===== src/rtl/jtag_pkg.sv =====
// Shared TAP definitions: IEEE 1149.1 state encodings, fixed opcodes and the IR capture pattern.
package jtag_pkg;

    typedef enum logic [3:0] {
        EXIT2_DR         = 4'h0,
        EXIT1_DR         = 4'h1,
        SHIFT_DR         = 4'h2,
        PAUSE_DR         = 4'h3,
        SELECT_IR        = 4'h4,
        UPDATE_DR        = 4'h5,
        CAPTURE_DR       = 4'h6,
        SELECT_DR        = 4'h7,
        EXIT2_IR         = 4'h8,
        EXIT1_IR         = 4'h9,
        SHIFT_IR         = 4'hA,
        PAUSE_IR         = 4'hB,
        RUN_TEST_IDLE    = 4'hC,
        UPDATE_IR        = 4'hD,
        CAPTURE_IR       = 4'hE,
        TEST_LOGIC_RESET = 4'hF
    } tap_state_t;

    // Opcodes are cast down to IR_W at the point of use; all-ones truncates to all-ones.
    localparam logic [31:0] OP_BYPASS    = 32'hFFFF_FFFF;
    localparam logic [31:0] OP_IDCODE    = 32'd1;
    localparam int          OP_USER_BASE = 2;
    localparam logic [1:0]  IR_CAPTURE   = 2'b01;

endpackage


===== src/rtl/jtag_tap_fsm.sv =====
// 16-state TAP controller with decoded DR strobes.
module jtag_tap_fsm
    import jtag_pkg::*;
(
    input  logic       TCLK,
    input  logic       TRST,
    input  logic       TMS,
    output tap_state_t state,
    output tap_state_t nxt,
    output logic       capture_dr,
    output logic       shift_dr,
    output logic       update_dr
);

    always_ff @(posedge TCLK or negedge TRST) begin
        if (!TRST) state <= TEST_LOGIC_RESET;
        else       state <= nxt;
    end

    always_comb begin
        nxt = TEST_LOGIC_RESET;
        case (state)
            TEST_LOGIC_RESET: nxt = TMS ? TEST_LOGIC_RESET : RUN_TEST_IDLE;
            RUN_TEST_IDLE:    nxt = TMS ? SELECT_DR : RUN_TEST_IDLE;
            SELECT_DR:        nxt = TMS ? SELECT_IR : CAPTURE_DR;
            CAPTURE_DR:       nxt = TMS ? EXIT1_DR  : SHIFT_DR;
            SHIFT_DR:         nxt = TMS ? EXIT1_DR  : SHIFT_DR;
            EXIT1_DR:         nxt = TMS ? UPDATE_DR : PAUSE_DR;
            PAUSE_DR:         nxt = TMS ? EXIT2_DR  : PAUSE_DR;
            EXIT2_DR:         nxt = TMS ? UPDATE_DR : SHIFT_DR;
            UPDATE_DR:        nxt = TMS ? SELECT_DR : RUN_TEST_IDLE;
            SELECT_IR:        nxt = TMS ? TEST_LOGIC_RESET : CAPTURE_IR;
            CAPTURE_IR:       nxt = TMS ? EXIT1_IR  : SHIFT_IR;
            SHIFT_IR:         nxt = TMS ? EXIT1_IR  : SHIFT_IR;
            EXIT1_IR:         nxt = TMS ? UPDATE_IR : PAUSE_IR;
            PAUSE_IR:         nxt = TMS ? EXIT2_IR  : PAUSE_IR;
            EXIT2_IR:         nxt = TMS ? UPDATE_IR : SHIFT_IR;
            UPDATE_IR:        nxt = TMS ? SELECT_DR : RUN_TEST_IDLE;
            default:          nxt = TEST_LOGIC_RESET;
        endcase
    end

    assign capture_dr = (state == CAPTURE_DR);
    assign shift_dr   = (state == SHIFT_DR);
    assign update_dr  = (state == UPDATE_DR);

endmodule


===== src/rtl/jtag_tap_param.sv =====
// JTAG TAP top: instruction register, BYPASS/IDCODE data registers, user-chain select and TDO mux.
module jtag_tap_param
    import jtag_pkg::*;
#(
    parameter int          IR_W       = 4,
    parameter int          NUM_CHAINS = 2,
    parameter logic [31:0] IDCODE_VAL = 32'h1234_5001
) (
    input  logic                  TCLK,
    input  logic                  TRST,
    input  logic                  TMS,
    input  logic                  TDI,
    output logic                  TDO,
    input  logic [NUM_CHAINS-1:0] chain_tdo,
    output logic [NUM_CHAINS-1:0] chain_sel,
    output logic                  capture_dr,
    output logic                  shift_dr,
    output logic                  update_dr,
    output logic [3:0]            tap_state
);

    tap_state_t      state;
    tap_state_t      nxt;
    logic [IR_W-1:0] ir;
    logic [IR_W-1:0] ir_sh;
    logic            bypass;
    logic [31:0]     id_sh;
    logic            sel_idcode;
    logic            sel_user;
    logic            tdo_nxt;

    jtag_tap_fsm u_fsm (
        .TCLK       (TCLK),
        .TRST       (TRST),
        .TMS        (TMS),
        .state      (state),
        .nxt        (nxt),
        .capture_dr (capture_dr),
        .shift_dr   (shift_dr),
        .update_dr  (update_dr)
    );

    assign tap_state = state;

    // Loading IDCODE on entry (not one cycle after) keeps IR valid for the whole stay in Test-Logic-Reset.
    always_ff @(posedge TCLK or negedge TRST) begin
        if (!TRST) begin
            ir    <= IR_W'(OP_IDCODE);
            ir_sh <= IR_W'(IR_CAPTURE);
        end else begin
            case (state)
                CAPTURE_IR: ir_sh <= IR_W'(IR_CAPTURE);
                SHIFT_IR:   ir_sh <= {TDI, ir_sh[IR_W-1:1]};
                default:    ;
            endcase
            if (nxt == TEST_LOGIC_RESET) ir <= IR_W'(OP_IDCODE);
            else if (state == UPDATE_IR) ir <= ir_sh;
        end
    end

    assign sel_idcode = (ir == IR_W'(OP_IDCODE));

    // Chains whose opcode would not fit, or would alias the all-ones BYPASS code, are unreachable.
    for (genvar k = 0; k < NUM_CHAINS; k++) begin : g_sel
        if (OP_USER_BASE + k < (1 << IR_W) - 1) begin : g_on
            assign chain_sel[k] = (ir == IR_W'(OP_USER_BASE + k));
        end else begin : g_off
            assign chain_sel[k] = 1'b0;
        end
    end

    assign sel_user = |chain_sel;

    always_ff @(posedge TCLK or negedge TRST) begin
        if (!TRST) begin
            bypass <= 1'b0;
            id_sh  <= IDCODE_VAL;
        end else if (state == CAPTURE_DR) begin
            bypass <= 1'b0;
            if (sel_idcode) id_sh <= IDCODE_VAL;
        end else if (state == SHIFT_DR) begin
            if (sel_idcode)     id_sh  <= {TDI, id_sh[31:1]};
            else if (!sel_user) bypass <= TDI;
        end
    end

    always_comb begin
        tdo_nxt = 1'b0;
        if (state == SHIFT_IR) begin
            tdo_nxt = ir_sh[0];
        end else if (state == SHIFT_DR) begin
            if (sel_idcode)    tdo_nxt = id_sh[0];
            else if (sel_user) tdo_nxt = |(chain_sel & chain_tdo);
            else               tdo_nxt = bypass;
        end
    end

    always_ff @(negedge TCLK or negedge TRST) begin
        if (!TRST) TDO <= 1'b0;
        else       TDO <= tdo_nxt;
    end

endmodule


===== config.mk =====
export PLATFORM = sky130hd
export DESIGN_NAME = jtag_tap_param
export DESIGN_NICKNAME = d
export VERILOG_FILES = /design/src/rtl/jtag_pkg.sv /design/src/rtl/jtag_tap_fsm.sv /design/src/rtl/jtag_tap_param.sv
export SDC_FILE = /design/constraint.sdc
export NUM_CORES = 1
export LEC_CHECK = 0
export BUFFER_PORTS_ARGS = -buffer_cell sky130_fd_sc_hd__buf_2
export CAP_MARGIN = 20
export CORE_ASPECT_RATIO = 1.1
export CORE_UTILIZATION = 59
export DETAILED_ROUTE_END_ITERATION = 12
export PLACE_DENSITY_LB_ADDON = 0.08
export SLEW_MARGIN = 25
export SYNTH_ARGS = -nofsm -noshare
export SYNTH_HDL_FRONTEND = slang
export SYNTH_SLANG_ARGS = --single-unit
export TNS_END_PERCENT = 20

===== constraint.sdc =====
create_clock -name TCLK -period 1.7 [get_ports TCLK]
set_input_delay 0.17 -clock TCLK [delete_from_list [all_inputs] [get_ports TCLK]]
set_output_delay 0.17 -clock TCLK [all_outputs]
set_load 0.02 [all_outputs]

==> results of run 1 <==
[report_power, final]
group	total [W]	internal (W)	switching [W]
Clock	0.000661	0.000289	0.000371
Combinational	0.00252	0.00128	0.00124
Sequential	0.00181	0.00154	0.000271
[final timing paths]
path | startpoint | endpoint | slack (ns) | depth (start not counted)
setup / recovery | u_fsm.state[1] | TDO | -0.34 | 4
hold / removal | TMS | u_fsm.state[0] | 0.16 | 4
setup reg to reg | u_fsm.state[1] | TDO | -0.34 | 4
hold reg to reg | id_sh[25] | id_sh[25] | 0.47 | 2
max in group asynchronous | TRST | TDO | 0.66 | 2
min in group asynchronous | TRST | id_sh[7] | 0.51 | 3
[area by class of cell]
cell class	instances	area [sq um]
Clock inverter	3	21.3
Timing Repair Buffer	49	497
Inverter	5	21.3
Multi-Input combinational cell	162	1040
Fill cell	233	747
Tap cell	50	62.6
Sequential cell	46	1170
Clock buffer	5	68.8
[cells by family after synthesis]
group,after synthesis,share of synthesized area
buffers and inverters,20,0.0592
AOI/OAI and AO/OA,55,0.173
DFF,46,0.521
muxes,4,0.0179
and+or+nand+nor,103,0.229
[Yosys cell counts, drive strengths merged (2+ instances only)]
cell	n
nand2	43
dfrtp	31
nor3	2
clkbuf	4
o21ai	42
dfstp	14
nor2	20
mux2i	4
a21oi	10
nand2b	28
buf	11
inv	5
nor4b	2
[registers in the layout, summed over array words and instances (netlist names)]
register and cells:
u_fsm.state 4, id_sh 32, bypass 1, ir 4, ir_sh 4, TDO 1
[tightest hold or removal path, stage by stage]
cell,delay [ns]
sky130_fd_sc_hd__buf_2,0.10
sky130_fd_sc_hd__nor2_1,0.05
sky130_fd_sc_hd__nand2_1,0.05
sky130_fd_sc_hd__o21ai_0,0.08
[through the flow]
stage          instance area (sq um)  hold slack (ns)
2_1_floorplan                   2260           -0.126
3_3_place_gp                    2420            0.301
3_5_place_dp                    2420            0.321
4_1_cts                         2660            0.153
5_1_grt                         2880            0.181
6_report                        2880            0.160
[cell usage in the layout (no fill, tap or decap), types with 4 or more instances in the layout]
master                      instances
sky130_fd_sc_hd__dfstp_2           14
sky130_fd_sc_hd__inv_1              4
sky130_fd_sc_hd__buf_6              7
sky130_fd_sc_hd__clkbuf_8           5
sky130_fd_sc_hd__mux2i_1            4
sky130_fd_sc_hd__clkbuf_16          4
sky130_fd_sc_hd__nand2_1           27
sky130_fd_sc_hd__nor2_1            19
sky130_fd_sc_hd__nand2b_1          27
sky130_fd_sc_hd__dfrtp_1           31
sky130_fd_sc_hd__a21oi_1            9
sky130_fd_sc_hd__buf_2             11
sky130_fd_sc_hd__o21ai_2           29
sky130_fd_sc_hd__buf_4             23
sky130_fd_sc_hd__o21ai_0           10
sky130_fd_sc_hd__nand2_2           16
[repair_timing]
item	4_1_cts	5_1_grt
pin swaps	2	3
gates cloned	1	6
resized for setup	18	20
setup endpoints to repair	20	31
setup buffers	4	5
hold buffers	1	0
endpoints found under the hold margin	2	0
[layer usage]
layer / up-vias / global-route usage / share of wire
met3: 13 / 0.0602 / 0.032
met4: 0 / 0.0710 / 0.024
li1: 840 / - / -
met1: 846 / 0.266 / 0.42
met5: - / 0 / 0
met2: 36 / 0.386 / 0.53
==> flow_metrics.env, run 1 <==
export IMPL_run_status="finished with violations"
export IMPL_failed_checks="setup timing"
export IMPL_firstDrtPassIters=4
export IMPL_antenna_found_initial=0
export IMPL_syn_to_final_growth_pct=28.4
export IMPL_htreeDepth=2
export IMPL_dieWidth_microns=60.8
export IMPL_synth_edff_count=0
export IMPL_finClkSkew_ns=0.0123
export IMPL_post_route_util=0.794
export IMPL_tritoncts="yes"
export IMPL_cell_by_cell_trace_of_the_critical_path="or3b_4, nor2_4, a21oi_1, a21oi_1"
export IMPL_site_row_count=23
export IMPL_synthArstFlopShare=1.00
export IMPL_ys_flop_type="sky130_fd_sc_hd__dfrtp_1"
export IMPL_buffer_ports_inserted=15
export IMPL_hold_crit_class="in -> reg"
export IMPL_design_die_area_sq_um=4050
export IMPL_critical_path_buf_inv_count=0
export IMPL_core_area_sq_um=3630
export IMPL_non_filler_cells_in_the_finished_layout=320
export IMPL_timing_setup_critical_path_class="reg -> reg"
export IMPL_start_kind="register"
export IMPL_antenna_violating_nets_post_route=0
export IMPL_num_io_pins=16
export IMPL_synth_net_count=234
export IMPL_via_count_of_the_first_global_routing_pass=1558
export IMPL_final_net_count=275
export IMPL_routed_wire_length_per_instance_microns=14.9
export IMPL_post_synth_cell_area_avg_sq_um=9.83
export IMPL_setup_viol_count_final=32
export IMPL_slew_viol_final=0
export IMPL_crit_top_cell="sky130_fd_sc_hd__a21oi_1"
export IMPL_worstPathArrival_ns=1.51
export IMPL_final_critical_path_setup_slack_ns=-0.340
export IMPL_fin_total_pwr_w=0.00499
export IMPL_placed_cells_incl_taps=295
export IMPL_finalSetupTns_ns=-1.34
export IMPL_share_of_cells_above_drive_strength_1=0.459
export IMPL_clock_insertion_delay_worst_skew_ns=0.30
export IMPL_buffer_type_at_the_clock_tree_root="sky130_fd_sc_hd__clkbuf_8"
export IMPL_wirelength_microns=4750
export IMPL_powerDensity_nw_per_um2=1730
export IMPL_slew_headroom=0.631
export IMPL_critical_path_endpoint_type="register"
export IMPL_grtUsageTotal=0.223
export IMPL_globalRouteOverflowTotal=0
export IMPL_static_leakage_power_nw=1.32
export IMPL_cts_reportedPaths_clkPinSlew_ns=0.08
export IMPL_dp_hpwl_microns=2580
export IMPL_dp_slack_ns=-0.369
export IMPL_critPathSlowestCell="sky130_fd_sc_hd__dfstp_2"
export IMPL_global_route_wire_length_before_repair_microns=6650
export IMPL_grt_max_degree=48
export IMPL_critical_path_top_delay_family="flip-flops"
export IMPL_mappedNetlistArea_sq_um=2240
export IMPL_initial_utilization=0.618
export IMPL_final_hold_viol_count=0
export IMPL_synth_seq_area_share=0.521
export IMPL_required_ns=1.17
export IMPL_via_per_instance_ratio=5.42
export IMPL_place_gp_congestion=0.758
export IMPL_synth_largest_area_cell="sky130_fd_sc_hd__dfrtp_1"
export IMPL_antenna_diode_count=0
export IMPL_post_synthesis_cell_count=228
export IMPL_critical_path_max_fanout=2
export IMPL_drc_errors=0
export IMPL_synthesis_yosys_warnings=0
export IMPL_ctsLongestPathBuffers=2
export IMPL_cts_buffers_inserted=5
export IMPL_worst_slew_pin_transition_ns=0.554
export IMPL_vdd_drop_max_mv=1.10
export IMPL_drv_cap=0
export IMPL_die_height_microns=66.7
export IMPL_clock_sinks=46
export IMPL_synth_cell_type_count=30
export IMPL_cpPeakStageDelay_ns=0.54
export IMPL_netlist_area_leader_share=0.346
export IMPL_detailroute_via_count=1735
export IMPL_1st_iter_drt_viols=63
export IMPL_unrepaired_setup_endpoints_after_global_routing="yes"
export IMPL_yosys_register_bits=46
export IMPL_synth_top_cells_by_area="sky130_fd_sc_hd__dfrtp_1, sky130_fd_sc_hd__dfstp_2, sky130_fd_sc_hd__o21ai_2, sky130_fd_sc_hd__nand2b_1, sky130_fd_sc_hd__nand2_1"
Power figures use the tool's default switching activity.
==> run 2: changes to the inputs <==
--- a/config.mk
+++ b/config.mk
@@ -10,6 +10,7 @@
 export CORE_ASPECT_RATIO = 1.1
 export CORE_UTILIZATION = 59
 export DETAILED_ROUTE_END_ITERATION = 12
+export MAX_ROUTING_LAYER = met4
 export PLACE_DENSITY_LB_ADDON = 0.08
 export SLEW_MARGIN = 25
 export SYNTH_ARGS = -nofsm -noshare
==> flow_metrics.env, run 2 (synthesis gave the netlist of run 1 again) <==
export IMPL_top_register="id_sh"
export IMPL_finalSetupTns_ns=-1.46
export IMPL_fin_total_pwr_w=0.00500
export IMPL_internal_power_w=0.00310
export IMPL_final_cell_mix="sky130_fd_sc_hd__dfrtp_1, sky130_fd_sc_hd__o21ai_2, sky130_fd_sc_hd__nand2_1, sky130_fd_sc_hd__nand2b_1, sky130_fd_sc_hd__buf_4"
export IMPL_final_common_cell="sky130_fd_sc_hd__dfrtp_1"
export IMPL_critical_path_endpoint_type="register"
export IMPL_design_die_area_sq_um=4050
export IMPL_post_route_util=0.794
export IMPL_antenna_found_initial=0
export IMPL_vdd_drop_max_mv=1.11
export IMPL_grtUsageTotal=0.229
export IMPL_globalRouteOverflowTotal=0
export IMPL_wirelength_microns=4770
export IMPL_clock_sinks=46
export IMPL_p_seq_frac=0.362
export IMPL_sequential_cell_area_sq_um=1170
export IMPL_buffer_type_at_the_clock_tree_root="sky130_fd_sc_hd__clkbuf_8"
export IMPL_1st_iter_drt_viols=70
export IMPL_initial_utilization=0.618
export IMPL_die_height_microns=66.7
export IMPL_antenna_violating_nets_post_route=0
export IMPL_tritoncts="yes"
export IMPL_hold_path_startpoint="TMS"
export IMPL_antenna_diode_count=0
export IMPL_global_route_wire_length_before_repair_microns=6650
export IMPL_dieWidth_microns=60.8
export IMPL_worst_slew_pin_transition_ns=0.554
export IMPL_final_critical_path_setup_slack_ns=-0.347
export IMPL_cts_reportedPaths_clkPinSlew_ns=0.08
export IMPL_slew_headroom=0.630
export IMPL_r2r_end="TDO"
export IMPL_run_status="finished with violations"
export IMPL_share_of_cells_above_drive_strength_1=0.459
export IMPL_firstDrtPassIters=4
export IMPL_holdPathStages=4
export IMPL_worstPathArrival_ns=1.52
export IMPL_powerDensity_nw_per_um2=1740
export IMPL_grt_max_degree=48
export IMPL_power_switching_share=0.379
export IMPL_static_leakage_power_nw=1.32
export IMPL_routed_wire_length_per_instance_microns=14.9
export IMPL_final_hold_viol_count=0
export IMPL_detailroute_via_count=1731
export IMPL_ctsLongestPathBuffers=2
export IMPL_start_kind="register"
export IMPL_timing_rr_start="u_fsm.state[1]"
export IMPL_drv_cap=0
export IMPL_clkPwrFrac=0.133
export IMPL_place_gp_congestion=0.768
export IMPL_core_area_sq_um=3630
export IMPL_crit_top_cell="sky130_fd_sc_hd__a21oi_1"
export IMPL_ff_to_ff_path_depth=4
export IMPL_required_ns=1.17
export IMPL_net_switching_power_w=0.00189
export IMPL_hold_crit_class="in -> reg"
export IMPL_cts_buffers_inserted=5
export IMPL_ff2ff_setup_slack_ns=-0.35
export IMPL_slew_viol_final=0
export IMPL_site_row_count=23
export IMPL_critical_path_top_delay_family="flip-flops"
export IMPL_syn_to_final_growth_pct=28.4
export IMPL_htreeDepth=2
export IMPL_layout_cell_area_non_filler_sq_um=2880
export IMPL_drc_errors=0
export IMPL_final_net_count=275
export IMPL_comb_power_share=0.505
export IMPL_postPlaceCellArea_sq_um=2420
export IMPL_clock_insertion_delay_worst_skew_ns=0.30
export IMPL_dp_hpwl_microns=2580
export IMPL_critPathSlowestCell="sky130_fd_sc_hd__dfstp_2"
export IMPL_cpPeakStageDelay_ns=0.55
export IMPL_largest_reg_flops=32
export IMPL_finClkSkew_ns=0.0104
export IMPL_total_area_of_multi_input_combinational_cells_sq_um=1040
export IMPL_buffer_ports_inserted=15
export IMPL_via_count_of_the_first_global_routing_pass=1559
export IMPL_setup_viol_count_final=34
export IMPL_unrepaired_setup_endpoints_after_global_routing="yes"
export IMPL_min_delay_worst_endpoint="u_fsm.state[0]"
export IMPL_num_io_pins=16
export IMPL_timing_setup_critical_path_class="reg -> reg"
export IMPL_dp_slack_ns=-0.369
export IMPL_cell_by_cell_trace_of_the_critical_path="or3b_4, nor2_4, a21oi_1, a21oi_1"
export IMPL_critical_path_buf_inv_count=0
export IMPL_critical_path_max_fanout=2
export IMPL_failed_checks="setup timing"
export IMPL_via_per_instance_ratio=5.41
export IMPL_num_fill_cells=233
-- run 2: cell counts in the layout (fill, tap and decap cells not counted) --
Identical to the previous run, type by type.
-- run 2: cell type report --
type                    count  area share
flip-flops and latches     46       0.406
clock inverters             3     0.00739
repair buffers             49       0.173
multi-input cells         162       0.361
inverters                   5     0.00739
clock buffers               5      0.0239
well taps                  50      0.0217
-- run 2: metal layers --
metal	vias to the layer above	share of wire	GRT usage
met5	-	0	-
met4	0	0.017	0.0710
met3	10	0.028	0.0602
met2	35	0.53	0.386
met1	845	0.43	0.266
li1	841	-	-
-- run 2: how the worst max path moves through the flow --
stage	from	end	slack (ns)	cells after the start
2_1_floorplan	u_fsm.state[1]	TDO	-0.48	4
3_3_place_gp	ir[0]	TDO	-0.34	4
3_5_place_dp	ir[0]	TDO	-0.37	4
4_1_cts	ir[0]	TDO	-0.34	4
5_1_grt	u_fsm.state[1]	TDO	-0.38	4
6_report	u_fsm.state[1]	TDO	-0.35	4
-- run 2: timing repair --
item                                   CTS  global route
resized for setup                       18            20
setup endpoints to repair               20            31
pin swaps                                2             3
gates cloned                             1             6
setup buffers                            4             5
endpoints found under the hold margin    2             0
hold buffers                             1             0
-- run 2: per-stage QoR --
stage               hold slack (ns)  cells
floorplan                    -0.126    228
finish                        0.158    320
global placement              0.301    295
detailed placement            0.321    295
CTS                           0.153    309
global route                  0.181    320
-- run 2: worst reg2reg max path: stages (launching register included) --
cell                      delay, ns
sky130_fd_sc_hd__dfstp_2       0.55
sky130_fd_sc_hd__or3b_4        0.40
sky130_fd_sc_hd__nor2_4        0.10
sky130_fd_sc_hd__a21oi_1       0.07
sky130_fd_sc_hd__a21oi_1       0.11
-- run 2: power groups by stage --
stage          Clock (W)  Sequential, W  Combinational, W
2_1_floorplan          0        0.00180           0.00132
3_3_place_gp           0        0.00175           0.00176
3_5_place_dp           0        0.00177           0.00183
4_1_cts         0.000672        0.00177           0.00218
5_1_grt         0.000718        0.00185           0.00272
6_report        0.000666        0.00181           0.00252
